`src/rtl/hazard_ctrl_if.sv`:
```
// rtl/hazard_ctrl_if.sv - pipeline <-> hazard controller signal bundle
// Purpose: groups the ID/EX/MEM hazard inputs and the PC/stage control
//          outputs of hazard_ctrl into one interface.
// Modports:
//   master - pipeline side: drives id_*/ex_*/mem_*/redirect_* inputs,
//            observes pc_*, stage stall/flush/bubble, fwd selects, perf counters
//   slave  - hazard_ctrl side (mirror of master)
interface hazard_ctrl_if #(
  parameter int REG_ADDR_WIDTH = 5,
  parameter int CPU_WIDTH      = 32,
  parameter int CNT_WIDTH      = 32
);
  logic                      id_valid_i;
  logic [REG_ADDR_WIDTH-1:0] id_rs1_addr_i;
  logic [REG_ADDR_WIDTH-1:0] id_rs2_addr_i;
  logic                      id_rs1_used_i;
  logic                      id_rs2_used_i;
  logic                      id_wen_i;
  logic [REG_ADDR_WIDTH-1:0] id_waddr_i;
  logic                      id_is_load_i;
  logic                      ex_wen_i;
  logic [REG_ADDR_WIDTH-1:0] ex_waddr_i;
  logic                      mem_wen_i;
  logic [REG_ADDR_WIDTH-1:0] mem_waddr_i;
  logic                      ex_busy_i;
  logic                      redirect_i;
  logic [CPU_WIDTH-1:0]      redirect_pc_i;

  logic                      pc_ena_o;
  logic                      pc_sel_o;
  logic [CPU_WIDTH-1:0]      redirect_pc_o;
  logic                      if_id_stall_o;
  logic                      if_id_flush_o;
  logic                      id_ex_stall_o;
  logic                      id_ex_bubble_o;
  logic                      ex_mem_bubble_o;
  logic [1:0]                fwd_rs1_sel_o;
  logic [1:0]                fwd_rs2_sel_o;
  logic [CNT_WIDTH-1:0]      perf_lu_cnt_o;
  logic [CNT_WIDTH-1:0]      perf_fl_cnt_o;
  logic [CNT_WIDTH-1:0]      perf_busy_cnt_o;

  modport master (
    output id_valid_i, id_rs1_addr_i, id_rs2_addr_i, id_rs1_used_i, id_rs2_used_i,
           id_wen_i, id_waddr_i, id_is_load_i, ex_wen_i, ex_waddr_i,
           mem_wen_i, mem_waddr_i, ex_busy_i, redirect_i, redirect_pc_i,
    input  pc_ena_o, pc_sel_o, redirect_pc_o, if_id_stall_o, if_id_flush_o,
           id_ex_stall_o, id_ex_bubble_o, ex_mem_bubble_o, fwd_rs1_sel_o,
           fwd_rs2_sel_o, perf_lu_cnt_o, perf_fl_cnt_o, perf_busy_cnt_o
  );

  modport slave (
    input  id_valid_i, id_rs1_addr_i, id_rs2_addr_i, id_rs1_used_i, id_rs2_used_i,
           id_wen_i, id_waddr_i, id_is_load_i, ex_wen_i, ex_waddr_i,
           mem_wen_i, mem_waddr_i, ex_busy_i, redirect_i, redirect_pc_i,
    output pc_ena_o, pc_sel_o, redirect_pc_o, if_id_stall_o, if_id_flush_o,
           id_ex_stall_o, id_ex_bubble_o, ex_mem_bubble_o, fwd_rs1_sel_o,
           fwd_rs2_sel_o, perf_lu_cnt_o, perf_fl_cnt_o, perf_busy_cnt_o
  );
endinterface

```
`src/rtl/hazard_ctrl.sv`:
```
// rtl/hazard_ctrl.sv - hazard/stall/flush controller for the 5-stage core
// Purpose: load-use scoreboard, registered EX forwarding selects, multi-cycle
//          EX stall and branch/jump redirect flush; drives PC enable and
//          per-stage stall/bubble controls.
//          Priority: busy > redirect > load-use > normal.
// Optional feature: define HAZARD_PERF_CNT_EN to build saturating perf
//          counters; otherwise perf_*_o are tied to 0.
// Ports:
//   clk   - clock, rising edge
//   rst_n - asynchronous active-low reset
//   bus   - hazard_ctrl_if.slave (ID/EX/MEM hazard inputs, control outputs)
module hazard_ctrl #(
  parameter int REG_ADDR_WIDTH = 5,
  parameter int CPU_WIDTH      = 32,
  parameter int LOAD_LAT       = 1,
  parameter int CNT_WIDTH      = 32
) (
  input logic          clk,
  input logic          rst_n,
  hazard_ctrl_if.slave bus
);
  localparam int         NUM_REGS = 2 ** REG_ADDR_WIDTH;
  localparam logic [2:0] SB_INIT  = 3'(LOAD_LAT);

  // Per-register countdown: nonzero means a load result is not yet usable.
  logic [2:0]           r_sb [NUM_REGS];
  logic [1:0]           r_fwd_rs1_sel;
  logic [1:0]           r_fwd_rs2_sel;
  logic [CPU_WIDTH-1:0] r_redirect_pc;

  logic w_rs1_pend;
  logic w_rs2_pend;
  logic w_lu;
  logic w_busy;
  logic w_redir;
  logic w_lu_stall;
  logic w_sb_set;
  logic w_pc_ena;
  logic w_pc_sel;
  logic w_if_id_stall;
  logic w_if_id_flush;
  logic w_id_ex_stall;
  logic w_id_ex_bubble;
  logic w_ex_mem_bubble;

  function automatic logic [1:0] fwd_sel(
    input logic [REG_ADDR_WIDTH-1:0] rs,
    input logic                      ex_wen,
    input logic [REG_ADDR_WIDTH-1:0] ex_waddr,
    input logic                      mem_wen,
    input logic [REG_ADDR_WIDTH-1:0] mem_waddr
  );
    logic [1:0] sel;
    sel = 2'b00;
    if (rs != '0) begin
      if (ex_wen && (ex_waddr == rs)) begin
        sel = 2'b01;
      end else if (mem_wen && (mem_waddr == rs)) begin
        sel = 2'b10;
      end
    end
    return sel;
  endfunction

  always_comb begin
    w_rs1_pend = bus.id_rs1_used_i && (r_sb[bus.id_rs1_addr_i] != 3'd0);
    w_rs2_pend = bus.id_rs2_used_i && (r_sb[bus.id_rs2_addr_i] != 3'd0);
    w_lu       = bus.id_valid_i && (w_rs1_pend || w_rs2_pend);
    w_busy     = bus.ex_busy_i;
    // A redirect resolved while EX is busy is not a real event yet.
    w_redir    = bus.redirect_i && !w_busy;
    w_lu_stall = w_lu && !w_busy && !w_redir;
  end

  always_comb begin
    w_pc_ena        = 1'b1;
    w_pc_sel        = 1'b0;
    w_if_id_stall   = 1'b0;
    w_if_id_flush   = 1'b0;
    w_id_ex_stall   = 1'b0;
    w_id_ex_bubble  = 1'b0;
    w_ex_mem_bubble = 1'b0;
    if (w_busy) begin
      w_pc_ena        = 1'b0;
      w_if_id_stall   = 1'b1;
      w_id_ex_stall   = 1'b1;
      w_ex_mem_bubble = 1'b1;
    end else if (w_redir) begin
      // ID holds a wrong-path instruction, so any load-use on it is moot.
      w_pc_sel       = 1'b1;
      w_if_id_flush  = 1'b1;
      w_id_ex_bubble = 1'b1;
    end else if (w_lu) begin
      w_pc_ena       = 1'b0;
      w_if_id_stall  = 1'b1;
      w_id_ex_bubble = 1'b1;
    end
  end

  // The load only reaches EX when ID/EX neither holds nor takes a bubble.
  assign w_sb_set = bus.id_valid_i && bus.id_is_load_i && bus.id_wen_i &&
                    (bus.id_waddr_i != '0) && !w_id_ex_stall && !w_id_ex_bubble;

  always_ff @(posedge clk or negedge rst_n) begin
    if (!rst_n) begin
      for (int i = 0; i < NUM_REGS; i++) begin
        r_sb[i] <= 3'd0;
      end
    end else begin
      for (int i = 0; i < NUM_REGS; i++) begin
        if (w_sb_set && (bus.id_waddr_i == REG_ADDR_WIDTH'(i))) begin
          r_sb[i] <= SB_INIT;
        end else if (r_sb[i] != 3'd0) begin
          r_sb[i] <= r_sb[i] - 3'd1;
        end
      end
    end
  end

  always_ff @(posedge clk or negedge rst_n) begin
    if (!rst_n) begin
      r_fwd_rs1_sel <= 2'b00;
      r_fwd_rs2_sel <= 2'b00;
    end else if (w_id_ex_stall) begin
      r_fwd_rs1_sel <= r_fwd_rs1_sel;
      r_fwd_rs2_sel <= r_fwd_rs2_sel;
    end else if (w_id_ex_bubble) begin
      r_fwd_rs1_sel <= 2'b00;
      r_fwd_rs2_sel <= 2'b00;
    end else begin
      r_fwd_rs1_sel <= fwd_sel(bus.id_rs1_addr_i, bus.ex_wen_i, bus.ex_waddr_i,
                               bus.mem_wen_i, bus.mem_waddr_i);
      r_fwd_rs2_sel <= fwd_sel(bus.id_rs2_addr_i, bus.ex_wen_i, bus.ex_waddr_i,
                               bus.mem_wen_i, bus.mem_waddr_i);
    end
  end

  // Target is captured only on a real redirect so the trace keeps the last one.
  always_ff @(posedge clk or negedge rst_n) begin
    if (!rst_n) begin
      r_redirect_pc <= '0;
    end else if (w_redir) begin
      r_redirect_pc <= bus.redirect_pc_i;
    end
  end

`ifdef HAZARD_PERF_CNT_EN
  logic [CNT_WIDTH-1:0] r_perf_lu_cnt;
  logic [CNT_WIDTH-1:0] r_perf_fl_cnt;
  logic [CNT_WIDTH-1:0] r_perf_busy_cnt;

  always_ff @(posedge clk or negedge rst_n) begin
    if (!rst_n) begin
      r_perf_lu_cnt   <= '0;
      r_perf_fl_cnt   <= '0;
      r_perf_busy_cnt <= '0;
    end else begin
      if (w_lu_stall && (r_perf_lu_cnt != '1)) begin
        r_perf_lu_cnt <= r_perf_lu_cnt + CNT_WIDTH'(1);
      end
      if (w_redir && (r_perf_fl_cnt != '1)) begin
        r_perf_fl_cnt <= r_perf_fl_cnt + CNT_WIDTH'(1);
      end
      if (w_busy && (r_perf_busy_cnt != '1)) begin
        r_perf_busy_cnt <= r_perf_busy_cnt + CNT_WIDTH'(1);
      end
    end
  end

  assign bus.perf_lu_cnt_o   = r_perf_lu_cnt;
  assign bus.perf_fl_cnt_o   = r_perf_fl_cnt;
  assign bus.perf_busy_cnt_o = r_perf_busy_cnt;
`else
  logic w_unused_lu_stall;
  assign w_unused_lu_stall   = w_lu_stall;
  assign bus.perf_lu_cnt_o   = '0;
  assign bus.perf_fl_cnt_o   = '0;
  assign bus.perf_busy_cnt_o = '0;
`endif

  assign bus.pc_ena_o        = w_pc_ena;
  assign bus.pc_sel_o        = w_pc_sel;
  assign bus.redirect_pc_o   = r_redirect_pc;
  assign bus.if_id_stall_o   = w_if_id_stall;
  assign bus.if_id_flush_o   = w_if_id_flush;
  assign bus.id_ex_stall_o   = w_id_ex_stall;
  assign bus.id_ex_bubble_o  = w_id_ex_bubble;
  assign bus.ex_mem_bubble_o = w_ex_mem_bubble;
  assign bus.fwd_rs1_sel_o   = r_fwd_rs1_sel;
  assign bus.fwd_rs2_sel_o   = r_fwd_rs2_sel;
endmodule
```
`src/flat_wrapper.sv`:
```
// flat-port wrapper written by rule: the top's interface ports become plain ports
module hazard_ctrl_flat 
#(
  parameter int REG_ADDR_WIDTH = 5,
  parameter int CPU_WIDTH      = 32,
  parameter int LOAD_LAT       = 1,
  parameter int CNT_WIDTH      = 32
)
  (clk, rst_n, bus_id_valid_i, bus_id_rs1_addr_i, bus_id_rs2_addr_i, bus_id_rs1_used_i, bus_id_rs2_used_i, bus_id_wen_i, bus_id_waddr_i, bus_id_is_load_i, bus_ex_wen_i, bus_ex_waddr_i, bus_mem_wen_i, bus_mem_waddr_i, bus_ex_busy_i, bus_redirect_i, bus_redirect_pc_i, bus_pc_ena_o, bus_pc_sel_o, bus_redirect_pc_o, bus_if_id_stall_o, bus_if_id_flush_o, bus_id_ex_stall_o, bus_id_ex_bubble_o, bus_ex_mem_bubble_o, bus_fwd_rs1_sel_o, bus_fwd_rs2_sel_o, bus_perf_lu_cnt_o, bus_perf_fl_cnt_o, bus_perf_busy_cnt_o);
  hazard_ctrl_if #(.REG_ADDR_WIDTH(REG_ADDR_WIDTH), .CPU_WIDTH(CPU_WIDTH), .CNT_WIDTH(CNT_WIDTH)) bus_i ();
  input logic clk;
  input logic rst_n;
  input wire logic [$bits(bus_i.id_valid_i)-1:0] bus_id_valid_i;
  input wire logic [$bits(bus_i.id_rs1_addr_i)-1:0] bus_id_rs1_addr_i;
  input wire logic [$bits(bus_i.id_rs2_addr_i)-1:0] bus_id_rs2_addr_i;
  input wire logic [$bits(bus_i.id_rs1_used_i)-1:0] bus_id_rs1_used_i;
  input wire logic [$bits(bus_i.id_rs2_used_i)-1:0] bus_id_rs2_used_i;
  input wire logic [$bits(bus_i.id_wen_i)-1:0] bus_id_wen_i;
  input wire logic [$bits(bus_i.id_waddr_i)-1:0] bus_id_waddr_i;
  input wire logic [$bits(bus_i.id_is_load_i)-1:0] bus_id_is_load_i;
  input wire logic [$bits(bus_i.ex_wen_i)-1:0] bus_ex_wen_i;
  input wire logic [$bits(bus_i.ex_waddr_i)-1:0] bus_ex_waddr_i;
  input wire logic [$bits(bus_i.mem_wen_i)-1:0] bus_mem_wen_i;
  input wire logic [$bits(bus_i.mem_waddr_i)-1:0] bus_mem_waddr_i;
  input wire logic [$bits(bus_i.ex_busy_i)-1:0] bus_ex_busy_i;
  input wire logic [$bits(bus_i.redirect_i)-1:0] bus_redirect_i;
  input wire logic [$bits(bus_i.redirect_pc_i)-1:0] bus_redirect_pc_i;
  output wire logic [$bits(bus_i.pc_ena_o)-1:0] bus_pc_ena_o;
  output wire logic [$bits(bus_i.pc_sel_o)-1:0] bus_pc_sel_o;
  output wire logic [$bits(bus_i.redirect_pc_o)-1:0] bus_redirect_pc_o;
  output wire logic [$bits(bus_i.if_id_stall_o)-1:0] bus_if_id_stall_o;
  output wire logic [$bits(bus_i.if_id_flush_o)-1:0] bus_if_id_flush_o;
  output wire logic [$bits(bus_i.id_ex_stall_o)-1:0] bus_id_ex_stall_o;
  output wire logic [$bits(bus_i.id_ex_bubble_o)-1:0] bus_id_ex_bubble_o;
  output wire logic [$bits(bus_i.ex_mem_bubble_o)-1:0] bus_ex_mem_bubble_o;
  output wire logic [$bits(bus_i.fwd_rs1_sel_o)-1:0] bus_fwd_rs1_sel_o;
  output wire logic [$bits(bus_i.fwd_rs2_sel_o)-1:0] bus_fwd_rs2_sel_o;
  output wire logic [$bits(bus_i.perf_lu_cnt_o)-1:0] bus_perf_lu_cnt_o;
  output wire logic [$bits(bus_i.perf_fl_cnt_o)-1:0] bus_perf_fl_cnt_o;
  output wire logic [$bits(bus_i.perf_busy_cnt_o)-1:0] bus_perf_busy_cnt_o;
  assign bus_i.id_valid_i = bus_id_valid_i;
  assign bus_i.id_rs1_addr_i = bus_id_rs1_addr_i;
  assign bus_i.id_rs2_addr_i = bus_id_rs2_addr_i;
  assign bus_i.id_rs1_used_i = bus_id_rs1_used_i;
  assign bus_i.id_rs2_used_i = bus_id_rs2_used_i;
  assign bus_i.id_wen_i = bus_id_wen_i;
  assign bus_i.id_waddr_i = bus_id_waddr_i;
  assign bus_i.id_is_load_i = bus_id_is_load_i;
  assign bus_i.ex_wen_i = bus_ex_wen_i;
  assign bus_i.ex_waddr_i = bus_ex_waddr_i;
  assign bus_i.mem_wen_i = bus_mem_wen_i;
  assign bus_i.mem_waddr_i = bus_mem_waddr_i;
  assign bus_i.ex_busy_i = bus_ex_busy_i;
  assign bus_i.redirect_i = bus_redirect_i;
  assign bus_i.redirect_pc_i = bus_redirect_pc_i;
  assign bus_pc_ena_o = bus_i.pc_ena_o;
  assign bus_pc_sel_o = bus_i.pc_sel_o;
  assign bus_redirect_pc_o = bus_i.redirect_pc_o;
  assign bus_if_id_stall_o = bus_i.if_id_stall_o;
  assign bus_if_id_flush_o = bus_i.if_id_flush_o;
  assign bus_id_ex_stall_o = bus_i.id_ex_stall_o;
  assign bus_id_ex_bubble_o = bus_i.id_ex_bubble_o;
  assign bus_ex_mem_bubble_o = bus_i.ex_mem_bubble_o;
  assign bus_fwd_rs1_sel_o = bus_i.fwd_rs1_sel_o;
  assign bus_fwd_rs2_sel_o = bus_i.fwd_rs2_sel_o;
  assign bus_perf_lu_cnt_o = bus_i.perf_lu_cnt_o;
  assign bus_perf_fl_cnt_o = bus_i.perf_fl_cnt_o;
  assign bus_perf_busy_cnt_o = bus_i.perf_busy_cnt_o;
  hazard_ctrl #(.REG_ADDR_WIDTH(REG_ADDR_WIDTH), .CPU_WIDTH(CPU_WIDTH), .LOAD_LAT(LOAD_LAT), .CNT_WIDTH(CNT_WIDTH)) u_core (.clk(clk), .rst_n(rst_n), .bus(bus_i));
endmodule
```
`config.mk`:
```
export PLATFORM = sky130hd
export DESIGN_NAME = hazard_ctrl_flat
export DESIGN_NICKNAME = d
export VERILOG_FILES = /design/src/rtl/hazard_ctrl_if.sv /design/src/rtl/hazard_ctrl.sv /design/src/flat_wrapper.sv
export SDC_FILE = /design/constraint.sdc
export NUM_CORES = 1
export LEC_CHECK = 0
export BUFFER_PORTS_ARGS = -buffer_cell sky130_fd_sc_hd__buf_2
export CAP_MARGIN = 0
export CORE_MARGIN = 3
export CORE_UTILIZATION = 34
export DETAILED_ROUTE_END_ITERATION = 12
export PLACE_DENSITY_LB_ADDON = 0.1
export RECOVER_POWER = 25
export SETUP_SLACK_MARGIN = 0.1
export SYNTH_ARGS = -nofsm -noshare
export SYNTH_HDL_FRONTEND = slang
export SYNTH_SLANG_ARGS = --single-unit
```
`constraint.sdc`:
```
create_clock -name clk -period 2.7 [get_ports clk]
set_input_delay 0.135 -clock clk [delete_from_list [all_inputs] [get_ports clk]]
set_output_delay 0.135 -clock clk [all_outputs]
set_load 0.01 [all_outputs]
```
# Word-level counts from Yosys, hierarchy flattened
# Index checks and enable logic that the tools add are counted.
# op_classes
add_sub_neg	32
order_cmp	2
eq_ne	35
n_mux	89
n_bitwise	2
n_reduce_logical	119
# ops
operator	count
two-way mux 3 bit	68
nonzero test 3 bit	34
subtractor 3 x 1 -> 3 bit (second input constant)	32
equality test 5 bit (second input constant)	16
nonzero test 2 bit	32
logical AND 1 bit	45
equality test 5 x 4 -> 1 bit (second input constant)	8
binary-select mux 3 bit (select 5 bit)	2
equality test 5 x 3 -> 1 bit (second input constant)	4
equality test 5 bit	4
two-way mux 2 bit	8
nonzero test 5 bit	3
>= comparator 6 bit (second input constant)	2
inverter 5 -> 6 bit	2
two-way mux 1 bit	11
equality test 5 x 2 -> 1 bit (second input constant)	2
equality test 5 x 1 -> 1 bit (second input constant)	1
zero test 5 bit	1
zero test 1 bit	3
logical OR 1 bit	1
# totals
reg_bits	132
input_bits	68
out_inout_bits	139
elab_cells	314

# Longest topological paths before layout
# depth
ltp_word	15
ltp_mapped	11
mapped_depth_nobuf	7

# Least setup slack after synthesis
# No wires, ideal clock.
# synth_path
kind	reg2reg
startpoint	register u_core.r_sb[74] in the netlist's numbering
endpoint	register u_core.r_sb[22] in the netlist's numbering
setup_time_ns	0.147
arrival_ns	2.000
slack_ns	0.553
stages_incl_launch_ff	10
path_buffers	2
period_less_slack_ns	2.147
path_cell_list	dfrtp_1 > or3_1 > mux2_2 > a31oi_1 > o221ai_1 > a41oi_2 > and2_4 > buf_6 > buf_6 > a31oi_1
# synth_between
elab_chain_len	14
# synth_lines
element	line	rtl
from (decl)	hazard_ctrl.sv:26	logic [2:0] r_sb [NUM_REGS];
from (signal, indexed assignment)	hazard_ctrl.sv:114	r_sb[i] <= r_sb[i] - 3'd1;
binary-select mux 3 bit (select 5 bit), on equally long branches	hazard_ctrl.sv:66, hazard_ctrl.sv:67	
two-way mux 3 bit, on equally long branches (2 in a row)	hazard_ctrl.sv:66, hazard_ctrl.sv:67	
nonzero test 3 bit, on equally long branches	hazard_ctrl.sv:66, hazard_ctrl.sv:67	
logical AND 1 bit, on equally long branches	hazard_ctrl.sv:66, hazard_ctrl.sv:67	
logical OR 1 bit *	hazard_ctrl.sv:68	w_lu = bus.id_valid_i && (w_rs1_pend || w_rs2_pend);
logical AND 1 bit *	hazard_ctrl.sv:68	
two-way mux 1 bit *	hazard_ctrl.sv:93	end else if (w_lu) begin
two-way mux 1 bit *	hazard_ctrl.sv:88	end else if (w_redir) begin
two-way mux 1 bit *	hazard_ctrl.sv:83	if (w_busy) begin
zero test 1 bit *	hazard_ctrl.sv:102	(bus.id_waddr_i != '0) && !w_id_ex_stall && !w_id_ex_bubble;
logical AND 1 bit *	hazard_ctrl.sv:102	
logical AND 1 bit *	hazard_ctrl.sv:111	if (w_sb_set && (bus.id_waddr_i == REG_ADDR_WIDTH'(i))) begin
two-way mux 3 bit or nonzero test 2 bit (tied branches)	--	
# Mark *: on every way between the ends. The rest lies on a longest branch, timed or not. The select of a mux whose other input is x is not followed.
# A chain may end at the register's enable or synchronous reset.

# Final worst setup path
# layout_path
startpoint	register u_core.r_sb[64] in the netlist's numbering
endpoint	output port bus_if_id_stall_o
# layout_between
elab_chain_len	10
# layout_lines
element	line	rtl
binary-select mux 3 bit (select 5 bit), on equally long branches	hazard_ctrl.sv:66, hazard_ctrl.sv:67	
two-way mux 3 bit, on equally long branches (2 in a row)	hazard_ctrl.sv:66, hazard_ctrl.sv:67	
nonzero test 3 bit, on equally long branches	hazard_ctrl.sv:66, hazard_ctrl.sv:67	
logical AND 1 bit, on equally long branches	hazard_ctrl.sv:66, hazard_ctrl.sv:67	
logical OR 1 bit *	hazard_ctrl.sv:68	
logical AND 1 bit *	hazard_ctrl.sv:68	
two-way mux 1 bit *	hazard_ctrl.sv:93	
two-way mux 1 bit *	hazard_ctrl.sv:88	
two-way mux 1 bit *	hazard_ctrl.sv:83	
to (decl)	flat_wrapper.sv:31	output wire logic [$bits(bus_i.if_id_stall_o)-1:0] bus_if_id_stall_o;
# Marks and branches as above.

==> impl_results.md <==
* Max-cap violations at 2
* Tot Pwr at 0.01141 W
* Post-Synthesis Cells at 903
* Largest net degree at the start of global routing at 64
* CTS max path bufs at 2
* Max Freq at ~380 MHz
* Final Max Tran Viols at 98
* Async SR Flop Fraction at 1.000
* Synth top area cells: dfrtp_1 (38%), ha_1 (9.3%), buf_4 (8.8%), a31oi_1 (4.7%), mux2_2 (4.5%)
* Vias in the first global route at 6,503
* Core area at 0.02453 sq mm
* Drt pass-1 iters at 4
* Die Ht at 164.9 microns
* Synth Area in Compound Gates at 0.1578
* WL met2 at 10,190 microns
* Drt via density at 4.767
* Highest Signal Layer: met4
* RSZ-0062 raised after global routing: yes
* Library cells used by synthesis at 54
* Worst-Margin Slew at 1.836 ns
* Failing checks: capacitance limit, slew limit
* Nets at 1,201
* TritonCTS buffer count at 17
* Post-synth EDFFs at 0
* Max-slew headroom at -0.2238
* Top Ports at 207
* Adder-Cell Fraction of Synth Area at 0.09332
* Largest family of logic cells by synthesized area: compound AO/OA/AOI/OAI gates
* Clock-pin slew on the worst setup and hold paths at approximately 0.060 ns
* Largest area contributor in the netlist: dfrtp_1
* Antenna cell count at 0
* Finish-stage setup viols at 0
* Area Overhead vs Synth at 23.36%
* HPWL after DPL at 15,200 microns
* Commonest non-fill, non-tap cells in the layout: dfrtp_1 (130), buf_2 (105), inv_1 (100)
* Synth top area share at 0.3850
* Sequential area share after synthesis at 0.3850
* Total GRT Usage at 0.1579
* WL per Instance at 15.25 microns
* Commonest non-fill, non-tap cell in the layout: dfrtp_1
* Met1 Wirelength at 9926 microns
* Startpoint class of the critical path: register
* Run status: finished with violations
* Hold Fails Final Rpt at 0
* Antenna-violating nets left at 0
* Register area at 0.003306 sq mm
* Total Wirelength at between 20,000 and 25,000 microns
* Initial antenna violation count at 0
* Area of the multi-input gates at between 0.004 and 0.005 sq mm
* First-pass GRT wire length at 33,710 microns
* XOR/XNOR Fraction of Synth Area at 0.05104
* # port buffers at between 100 and 150
* Total clock sinks at 132
* VDD IR max at 0.4410 mV
* Initial core utilization at 0.3498
* Vias at roughly 6.7k
* Placer Congestion at 0.7760
* Die area at roughly 0.027 sq mm
* Yosys warning count at 0
* Aggregate global routing overflow at 0
* Leakage at 4.997 nW
* Syn avg cell area at approximately 9.5 sq um
* FP Rows at 57
* Tightest Hold Check Type: input port to register
* DRC errors left at 0
* Period utilization at 0.9876
* Worst slack, placed at 0.1343 ns
* H-Tree Depth at 4
* Power Density at between 1000 and 1500 mW/mm^2
* Root Driver: clkbuf_16
* Synth Area in Simple Gates at 0.08953
* Length of routed met3 wiring at 1113 microns
* Setup slack after layout at 0.03343 ns
* Critical-path maximum fanout at 3
* Iter 0 DRT Violations at 335
* Share of layout cells above drive strength 1 at 0.2689
* Multiplexer share of the synthesized area at 0.06737
* CP Data Required Time at about 2.6 ns
* Die X at around 160 microns
* CTS tree: built
* Setup CP Type: register to output pin
* Synthesized cell area at around 0.0086 sq mm
* Synth Register Bits at 132
* Top FF cell, synth: dfrtp_1
* Min Clock Period, post-route at roughly 2.7 ns
* Fillers at around 2.4k
* Crit end category: output pin
* Clock Skews at 0.008471 ns
* Worst EP arrival at 2.53 ns
* Clk_lat worst skew at ~0.42 ns
-- synth_stat cells, drive strengths merged (3+ instances only) --
cell and n:
a211oi 7, a21oi 74, a31o 31, a31oi 64
a41oi 3, and3 3, buf 118, clkbuf 17
dfrtp 132, ha 64, inv 101, mux2 34
mux2i 6, mux4 6, nand2 14, nand2b 8
nand3 5, nor2 78, nor3 32, nor4 13
o21ai 9, o311ai 3, or3 4, xnor2 39
xor2 11
-- report_power, final --
part	switching (W)	internal, W
registers	0.000719	0.00286
logic	0.00261	0.00272
clock network	0.000936	0.00155
total	0.00427	0.00714
-- flip-flops by register name (all words and copies together), names as in the netlist --
signal and cells:
u_core.r_sb 96, u_core.bus.redirect_pc_o 32, u_core.bus.fwd_rs1_sel_o 2, u_core.bus.fwd_rs2_sel_o 2
-- area by class of cell --
| type | count | area share |
|---|---|---|
| Multi-Input combinational cell | 630 | 0.4344 |
| Sequential cell | 132 | 0.3123 |
| Timing Repair Buffer | 187 | 0.1197 |
| Clock buffer | 17 | 0.04019 |
| Tap cell | 324 | 0.03830 |
| Inverter | 101 | 0.03582 |
| Clock inverter | 15 | 0.01927 |
-- metal layers --
layer  up-vias  global-route usage
met5         -                   0
met1      3227              0.2111
met2       167              0.2633
met3        15             0.03010
li1       3294                   -
met4         0             0.04003
-- logic make-up (layout without fill, tap and decap cells) --
group	count (synthesis)	in the layout
XOR/XNOR	50	50
multiplexers	46	46
buffers and inverters	236	320
flip-flops	132	132
AO/OA/AOI/OAI	209	209
other	1	96
AND/OR/NAND/NOR	165	165
adder cells (fa/ha/maj)	64	64
-- path summary, 6_finish.rpt --
path / to / slack, ns / startpoint / depth (start not counted)
worst max-delay path: bus_if_id_stall_o / 0.03 / u_core.r_sb[64]$_DFFE_PN0P_ / 8
worst min-delay path: u_core.bus.fwd_rs1_sel_o[1]$_DFFE_PN0N_ / 0.07 / bus_ex_busy_i / 3
worst max register to register: u_core.r_sb[17]$_DFFE_PN0P_ / 0.23 / u_core.r_sb[1]$_DFFE_PN0P_ / 9
worst min register to register: u_core.bus.fwd_rs1_sel_o[1]$_DFFE_PN0N_ / 0.47 / u_core.bus.fwd_rs1_sel_o[1]$_DFFE_PN0N_ / 2
max in group asynchronous: u_core.bus.redirect_pc_o[27]$_DFFE_PN0P_ / 0.89 / rst_n / 3
min in group asynchronous: u_core.bus.redirect_pc_o[21]$_DFFE_PN0P_ / 0.71 / rst_n / 2
-- critical path, cell delays in order, from the launching register on --
cell and delay, ns:
dfrtp_1 0.40, nor3_2 0.25, o22ai_1 0.12, o32ai_2 0.29
o2111ai_2 0.21, a41oi_4 0.36, a211oi_4 0.12, or2_4 0.26
buf_6 0.12
-- through the flow --
stage               utilization  hold slack, ns  std cells  instance area [sq um]  TNS [ns]
floorplan                     -         -0.1606        998                   8937         0
global placement         0.3753          0.1879       1323                   9206         0
detailed placement       0.3753          0.1792       1323                   9206         0
CTS                      0.4262         0.05488       1406                  10460  -0.01809
global route             0.4315         0.06879       1406                  10590   -0.1434
finish                   0.4315         0.07179       1406                  10590         0
-- what timing repair did --
item / 4_1_cts / 5_1_grt
pin swaps: 18 / 15
setup buffers: 19 / 1
endpoints found under the hold margin: 92 / 0
hold buffers: 33 / 0
resized for setup: 29 / 25
setup endpoints to repair: 3 / 76
cloned: 0 / 0
No activity file was read; power rests on OpenSTA's default activity.
